File: src/rtl/network_div_pkg.sv
// Shared constants for the network divider: default widths, FSM state encodings and saturation limits.
package network_div_pkg;

  localparam int DIVIDEND_W_DEF = 29;
  localparam int DIVISOR_W_DEF  = 13;
  localparam int QUOT_W_DEF     = 16;

  localparam logic [1:0] ST_IDLE = 2'd0;
  localparam logic [1:0] ST_CALC = 2'd1;
  localparam logic [1:0] ST_FIX  = 2'd2;
  localparam logic [1:0] ST_DONE = 2'd3;

  // Largest positive magnitude representable in a qw-bit signed quotient.
  function automatic logic [63:0] sat_pos_lim(input int qw);
    return (64'd1 << (qw - 1)) - 64'd1;
  endfunction

  // Largest negative magnitude representable in a qw-bit signed quotient.
  function automatic logic [63:0] sat_neg_lim(input int qw);
    return 64'd1 << (qw - 1);
  endfunction

endpackage

File: src/rtl/network_div_29s_13ns_16s_sat.sv
// Sign-magnitude to QUOT_W two's-complement saturator; ovf_o flags a clipped result.
module network_div_sat
  import network_div_pkg::*;
#(
  parameter int MAG_W  = DIVIDEND_W_DEF + 1,
  parameter int QUOT_W = QUOT_W_DEF
) (
  input  logic                     neg_i,
  input  logic [MAG_W-1:0]         mag_i,
  output logic signed [QUOT_W-1:0] value_o,
  output logic                     ovf_o
);

  localparam logic [MAG_W-1:0] POS_LIM = MAG_W'(sat_pos_lim(QUOT_W));
  localparam logic [MAG_W-1:0] NEG_LIM = MAG_W'(sat_neg_lim(QUOT_W));

  logic [QUOT_W-1:0] mag_lo;

  always_comb begin
    mag_lo = mag_i[QUOT_W-1:0];
    ovf_o  = neg_i ? (mag_i > NEG_LIM) : (mag_i > POS_LIM);
    if (neg_i) begin
      value_o = ovf_o ? {1'b1, {(QUOT_W-1){1'b0}}} : (~mag_lo + QUOT_W'(1));
    end else begin
      value_o = ovf_o ? {1'b0, {(QUOT_W-1){1'b1}}} : mag_lo;
    end
  end

endmodule

File: src/rtl/network_div_29s_13ns_16s.sv
// Sequential radix-2 restoring signed/unsigned divider with saturated quotient and valid/ready handshakes.
// Optional round-to-nearest quotient under macro NETWORK_DIV_ROUND_EN.
module network_div_29s_13ns_16s
  import network_div_pkg::*;
#(
  parameter int DIVIDEND_W = DIVIDEND_W_DEF,
  parameter int DIVISOR_W  = DIVISOR_W_DEF,
  parameter int QUOT_W     = QUOT_W_DEF
) (
  input  logic                          ap_clk,
  input  logic                          ap_rst_n,
  input  logic                          in_valid,
  output logic                          in_ready,
  input  logic signed [DIVIDEND_W-1:0]  dividend,
  input  logic        [DIVISOR_W-1:0]   divisor,
  output logic                          out_valid,
  input  logic                          out_ready,
  output logic signed [QUOT_W-1:0]      quotient,
  output logic signed [DIVISOR_W:0]     remainder,
  output logic                          ovf,
  output logic                          div_by_zero
);

  localparam int MAG_W = DIVIDEND_W + 1;
  localparam int CNT_W = $clog2(DIVIDEND_W);

  logic [1:0]                   state_q, state_d;
  logic [CNT_W-1:0]             cnt_q, cnt_d;
  logic                         sgn_q, sgn_d;
  logic [DIVIDEND_W-1:0]        dvd_q, dvd_d;
  logic [DIVISOR_W-1:0]         div_q, div_d;
  logic [DIVISOR_W-1:0]         prem_q, prem_d;
  logic signed [QUOT_W-1:0]     quot_q, quot_d;
  logic signed [DIVISOR_W:0]    rem_q, rem_d;
  logic                         ovf_q, ovf_d;
  logic                         dbz_q, dbz_d;

  logic                         accept;
  logic [DIVIDEND_W-1:0]        dvd_abs;
  logic [DIVISOR_W:0]           trial;
  logic                         ge;
  logic                         div0;
  logic [MAG_W-1:0]             qmag;
  logic [MAG_W-1:0]             sat_mag;
  logic signed [QUOT_W-1:0]     sat_val;
  logic                         sat_ovf;
  logic signed [DIVISOR_W:0]    rem_mag;

  assign in_ready  = (state_q == ST_IDLE);
  assign out_valid = (state_q == ST_DONE);
  assign accept    = in_valid && in_ready;

  // Unsigned DIVIDEND_W bits hold 2^(DIVIDEND_W-1), so the most negative dividend needs no extra bit.
  assign dvd_abs = dividend[DIVIDEND_W-1] ? $unsigned(-dividend) : $unsigned(dividend);
  assign trial   = {prem_q, dvd_q[DIVIDEND_W-1]};
  assign ge      = (trial >= {1'b0, div_q});
  assign div0    = (div_q == '0);
  assign rem_mag = {1'b0, prem_q};

`ifdef NETWORK_DIV_ROUND_EN
  assign qmag = {1'b0, dvd_q} + MAG_W'({prem_q, 1'b0} >= {1'b0, div_q});
`else
  assign qmag = {1'b0, dvd_q};
`endif

  // An all-ones magnitude forces the saturator to the signed limit for divide-by-zero.
  assign sat_mag = div0 ? '1 : qmag;

  network_div_sat #(
    .MAG_W  (MAG_W),
    .QUOT_W (QUOT_W)
  ) u_sat (
    .neg_i   (sgn_q),
    .mag_i   (sat_mag),
    .value_o (sat_val),
    .ovf_o   (sat_ovf)
  );

  always_comb begin
    state_d = state_q;
    cnt_d   = cnt_q;
    sgn_d   = sgn_q;
    dvd_d   = dvd_q;
    div_d   = div_q;
    prem_d  = prem_q;
    quot_d  = quot_q;
    rem_d   = rem_q;
    ovf_d   = ovf_q;
    dbz_d   = dbz_q;
    case (state_q)
      ST_IDLE: begin
        if (accept) begin
          sgn_d   = dividend[DIVIDEND_W-1];
          dvd_d   = dvd_abs;
          div_d   = divisor;
          prem_d  = '0;
          cnt_d   = CNT_W'(DIVIDEND_W - 1);
          state_d = (divisor == '0) ? ST_FIX : ST_CALC;
        end
      end
      ST_CALC: begin
        // Quotient bits shift into dvd_q as dividend bits shift out of it.
        prem_d = ge ? DIVISOR_W'(trial - {1'b0, div_q}) : trial[DIVISOR_W-1:0];
        dvd_d  = {dvd_q[DIVIDEND_W-2:0], ge};
        cnt_d  = cnt_q - CNT_W'(1);
        if (cnt_q == '0) state_d = ST_FIX;
      end
      ST_FIX: begin
        quot_d  = sat_val;
        ovf_d   = sat_ovf;
        dbz_d   = div0;
        rem_d   = sgn_q ? -rem_mag : rem_mag;
        state_d = ST_DONE;
      end
      ST_DONE: begin
        if (out_ready) state_d = ST_IDLE;
      end
      default: state_d = ST_IDLE;
    endcase
  end

  always_ff @(posedge ap_clk or negedge ap_rst_n) begin
    if (!ap_rst_n) begin
      state_q <= ST_IDLE;
      cnt_q   <= '0;
      quot_q  <= '0;
      rem_q   <= '0;
      ovf_q   <= 1'b0;
      dbz_q   <= 1'b0;
    end else begin
      state_q <= state_d;
      cnt_q   <= cnt_d;
      quot_q  <= quot_d;
      rem_q   <= rem_d;
      ovf_q   <= ovf_d;
      dbz_q   <= dbz_d;
    end
  end

  always_ff @(posedge ap_clk) begin
    sgn_q  <= sgn_d;
    dvd_q  <= dvd_d;
    div_q  <= div_d;
    prem_q <= prem_d;
  end

  assign quotient    = quot_q;
  assign remainder   = rem_q;
  assign ovf         = ovf_q;
  assign div_by_zero = dbz_q;

endmodule

File: config.mk
export PLATFORM = sky130hd
export DESIGN_NAME = network_div_29s_13ns_16s
export DESIGN_NICKNAME = d
export VERILOG_FILES = /design/src/rtl/network_div_pkg.sv /design/src/rtl/network_div_29s_13ns_16s_sat.sv /design/src/rtl/network_div_29s_13ns_16s.sv
export SDC_FILE = /design/constraint.sdc
export NUM_CORES = 1
export LEC_CHECK = 0
export ABC_AREA = 1
export BUFFER_PORTS_ARGS = -buffer_cell sky130_fd_sc_hd__buf_2
export CAP_MARGIN = 40
export CORE_UTILIZATION = 30
export DETAILED_ROUTE_END_ITERATION = 10
export PLACE_DENSITY = 0.55
export RECOVER_POWER = 50
export SLEW_MARGIN = 40
export SYNTH_ARGS = -nofsm -noshare
export SYNTH_HDL_FRONTEND = slang
export SYNTH_SLANG_ARGS = --single-unit
File: constraint.sdc
create_clock -name ap_clk -period 3.7 [get_ports ap_clk]
set_input_delay 0.37 -clock ap_clk [delete_from_list [all_inputs] [get_ports ap_clk]]
set_output_delay 0.37 -clock ap_clk [all_outputs]
set_load 0.02 [all_outputs]
==> reports/qor.csv <==
metric,value,unit
Crit Path Max Fanout,36,
Die Y,146.4,um
via/cell ratio,4.660,
maximum clock path buffer count,2,
synthesis-stage register bit count,95,
row cnt,52,
CTS H-tree depth,3,
# DRC,0,
maximum VDD drop,0.0003496,V
most instantiated cells after synthesis,"nand2_1, nor2_1, inv_1",
asr flop ratio synth,0.4105,
Final Skew,0.01228,ns
Startpoint Class,flop,
Initial Util,0.3070,
DP Area,6895,um2
R2R Path Start,div_q[1],
routed len/inst,13.74,um
Total Routed Length,15.98,mm
CP Class,flop to flop,
fin. max-slew vios,40,
Worst EP required,3.94,ns
sequential fraction of the synthesis area,0.4251,
Final setup viols,0,
worst setup path startpoint,div_q[1],
Power Density,804.0,nW/um2
Fmax,370.9,MHz
gr ovfl total,0,
setup_tns,0,ns
ant diodes,0,
CTS Sinks,95,
post-synthesis cell area,6252,um2
hpwl dp,12.23,mm
synthesized area per cell,7.625,um2
CTS buffer count,9,
post-cts gate resize count,0,
outcome,"complete, but fails checks",
I/O pin count,80,
"Top FF cell, synth",edfxtp_1,
CP Capture Point,quotient[14],
Setup crit end kind,flop,
CTS root buf,clkbuf_16,
die width,146.4,um
Cells after Synth,820,
drt pass-1 iters,5,
top post-synthesis cells by area,"edfxtp_1, dfrtp_1, nand2_1",
actual slew at the worst max-slew pin,2.209,ns
Yosys top cell area share,0.2690,
reg2reg setup slack,1.00,ns
largest net degree at the start of global routing,42,
Hold Crit Class,primary input to flop,
initial DRC count,393,
CTS tree,done,
final hold viol count,0,
clk slew on worst S/H paths,0.07,ns
Worst EP arrival,2.94,ns
layout cell share with drive strength beyond 1,0.08175,
synthesized net count,890,
CORE AREA,20360,um2
global-route usage over all layers,0.1543,
IO Port Bufs,79,
Max Cap Viol,1,
clock latency on the worst-skew pair,0.35,ns
first-pass GRT wire length,26.15,mm
initial antenna violation count,0,
R2R cell count,18,
GPL Wtd Cong,0.8789,
fin crit share,0.7287,
Yosys cell types,41,
Vias,5420,
vias in the first global route,5040,
min cycle time layout,2.696,ns
cell area after layout,7134,um2
nets,958,
normalized max-slew margin,-0.4726,
Yosys warning count,0,
WHS,0.2168,ns
post-layout util,0.3503,
"EDFF count, synth",56,
leading area contributor after synthesis,edfxtp_1,
failing checks,"max-capacitance violations, max-slew violations",
unrepaired setup endpoints after global routing,no,
most numerous cell in the Yosys netlist,nand2_1,
P_leak,3.188,nW
post-route ant nets,0,
FF-to-FF End,quotient[14],
area grow syn2layout,14.11,%
Die ar.,21420,um2
-- routing by layer --
layer  up-vias  global-route usage  share of wire  wire (um)
met4         0             0.04219          0.011        175
met5         -                   0              0          0
li1       2863                   -              -          -
met2       124              0.2233           0.41       6501
met1      2424              0.2344           0.54       8641
met3         9             0.02531          0.042        665
-- per-stage QoR --
stage	setup WS, ns	power, mW	std cells
final	1.004	5.736	1163
after CTS	1.003	5.837	1163
after floorplan	0.8900	4.078	820
after detailed placement	1.016	4.888	1146
after global routing	0.7232	6.258	1163
after global placement	1.089	4.881	1146
-- repair_timing --
action | 4_1_cts | 5_1_grt
hold buffers | 1 | 0
setup buffers | 0 | 0
hold endpoints to repair | 3 | 0
-- cells in the final DEF, fill, tap and decap left out, types with 2 or more instances in the layout --
| cell | synthesis | layout |
|---|---|---|
| xor2_1 | 21 | 21 |
| inv_1 | 91 | 92 |
| ha_1 | 23 | 23 |
| o21ai_1 | 10 | 9 |
| o21ai_0 | 75 | 75 |
| nand4_1 | 21 | 21 |
| or2_2 | 3 | 3 |
| buf_4 | 5 | 5 |
| dfrtp_1 | 39 | 39 |
| xnor2_1 | 11 | 11 |
| nand2_4 | 2 | 2 |
| nor2_4 | 2 | 2 |
| edfxtp_1 | 56 | 56 |
| clkinv_2 | 0 | 2 |
| inv_2 | 4 | 3 |
| inv_6 | 0 | 3 |
| a21oi_1 | 33 | 33 |
| o22ai_1 | 3 | 3 |
| nand2_1 | 195 | 195 |
| nand3b_1 | 3 | 3 |
| nor4_1 | 3 | 3 |
| clkbuf_16 | 0 | 10 |
| clkbuf_1 | 16 | 48 |
| a31oi_1 | 5 | 5 |
| nand3_1 | 66 | 66 |
| a21boi_0 | 2 | 2 |
| nor2_1 | 93 | 93 |
| nor3_1 | 8 | 8 |
| o31ai_1 | 5 | 5 |
| nor2_2 | 5 | 5 |
| o211ai_1 | 2 | 2 |
| buf_2 | 4 | 32 |
| a21o_1 | 2 | 2 |
-- report_power, final --
part | internal [mW] | switching, mW
clock | 0.510 | 0.420
sequential | 1.77 | 0.332
combinational | 0.871 | 1.84
total | 3.15 | 2.59
-- worst min-delay path by stage --
| stage | depth (start not counted) | to | start | slack [ns] |
|---|---|---|---|---|
| 2_1_floorplan | 0 | cnt_q[0] | ap_rst_n | 0.07 |
| 3_3_place_gp | 2 | quotient[11] | quotient[11] | 0.46 |
| 3_5_place_dp | 1 | quotient[13] | ap_rst_n | 0.38 |
| 4_1_cts | 1 | div_q[10] | divisor[10] | 0.21 |
| 5_1_grt | 1 | div_q[10] | divisor[10] | 0.21 |
| 6_report | 1 | div_q[10] | divisor[10] | 0.22 |
-- cells by family after synthesis --
| kind of cell | count (synthesis) | synth area share |
|---|---|---|
| simple gates | 404 | 0.2790 |
| compound gates | 141 | 0.1211 |
| buf+inv | 124 | 0.08085 |
| flops | 95 | 0.4251 |
| xor+xnor | 32 | 0.04483 |
| fa+ha+maj | 24 | 0.04923 |
-- layout make-up --
class,instances,area [um2]
clock buffer,11,257.7
clock inverter,5,36.28
fill,2214,13230
inverter,95,356.6
multi-input combinational,601,3100
sequential,95,2658
tap,270,337.8
timing repair buffer,86,387.9
-- critical path, cell delays in order, from the launching register on --
cell	delay (ns)
edfxtp_1	0.42
nor2_1	0.07
nand2_1	0.07
nor2_2	0.05
nand2_4	0.14
inv_2	0.10
nor2_1	0.15
ha_1	0.16
inv_1	0.06
nor2_1	0.08
nand4_1	0.18
nor2_2	0.23
nand3_1	0.15
nand2_4	0.30
nand2_1	0.15
nor2_1	0.11
nand2_1	0.05
nand3_1	0.06
nand2_1	0.05
-- state kept, by name, summed over array words and instances, names as in the netlist --
name / cells
dvd_q: 29
quotient: 16
remainder: 14
div_q: 13
prem_q: 13
cnt_q: 5
state_q: 2
div_by_zero: 1
ovf: 1
sgn_q: 1
No activity file was read; power rests on OpenSTA's default activity.
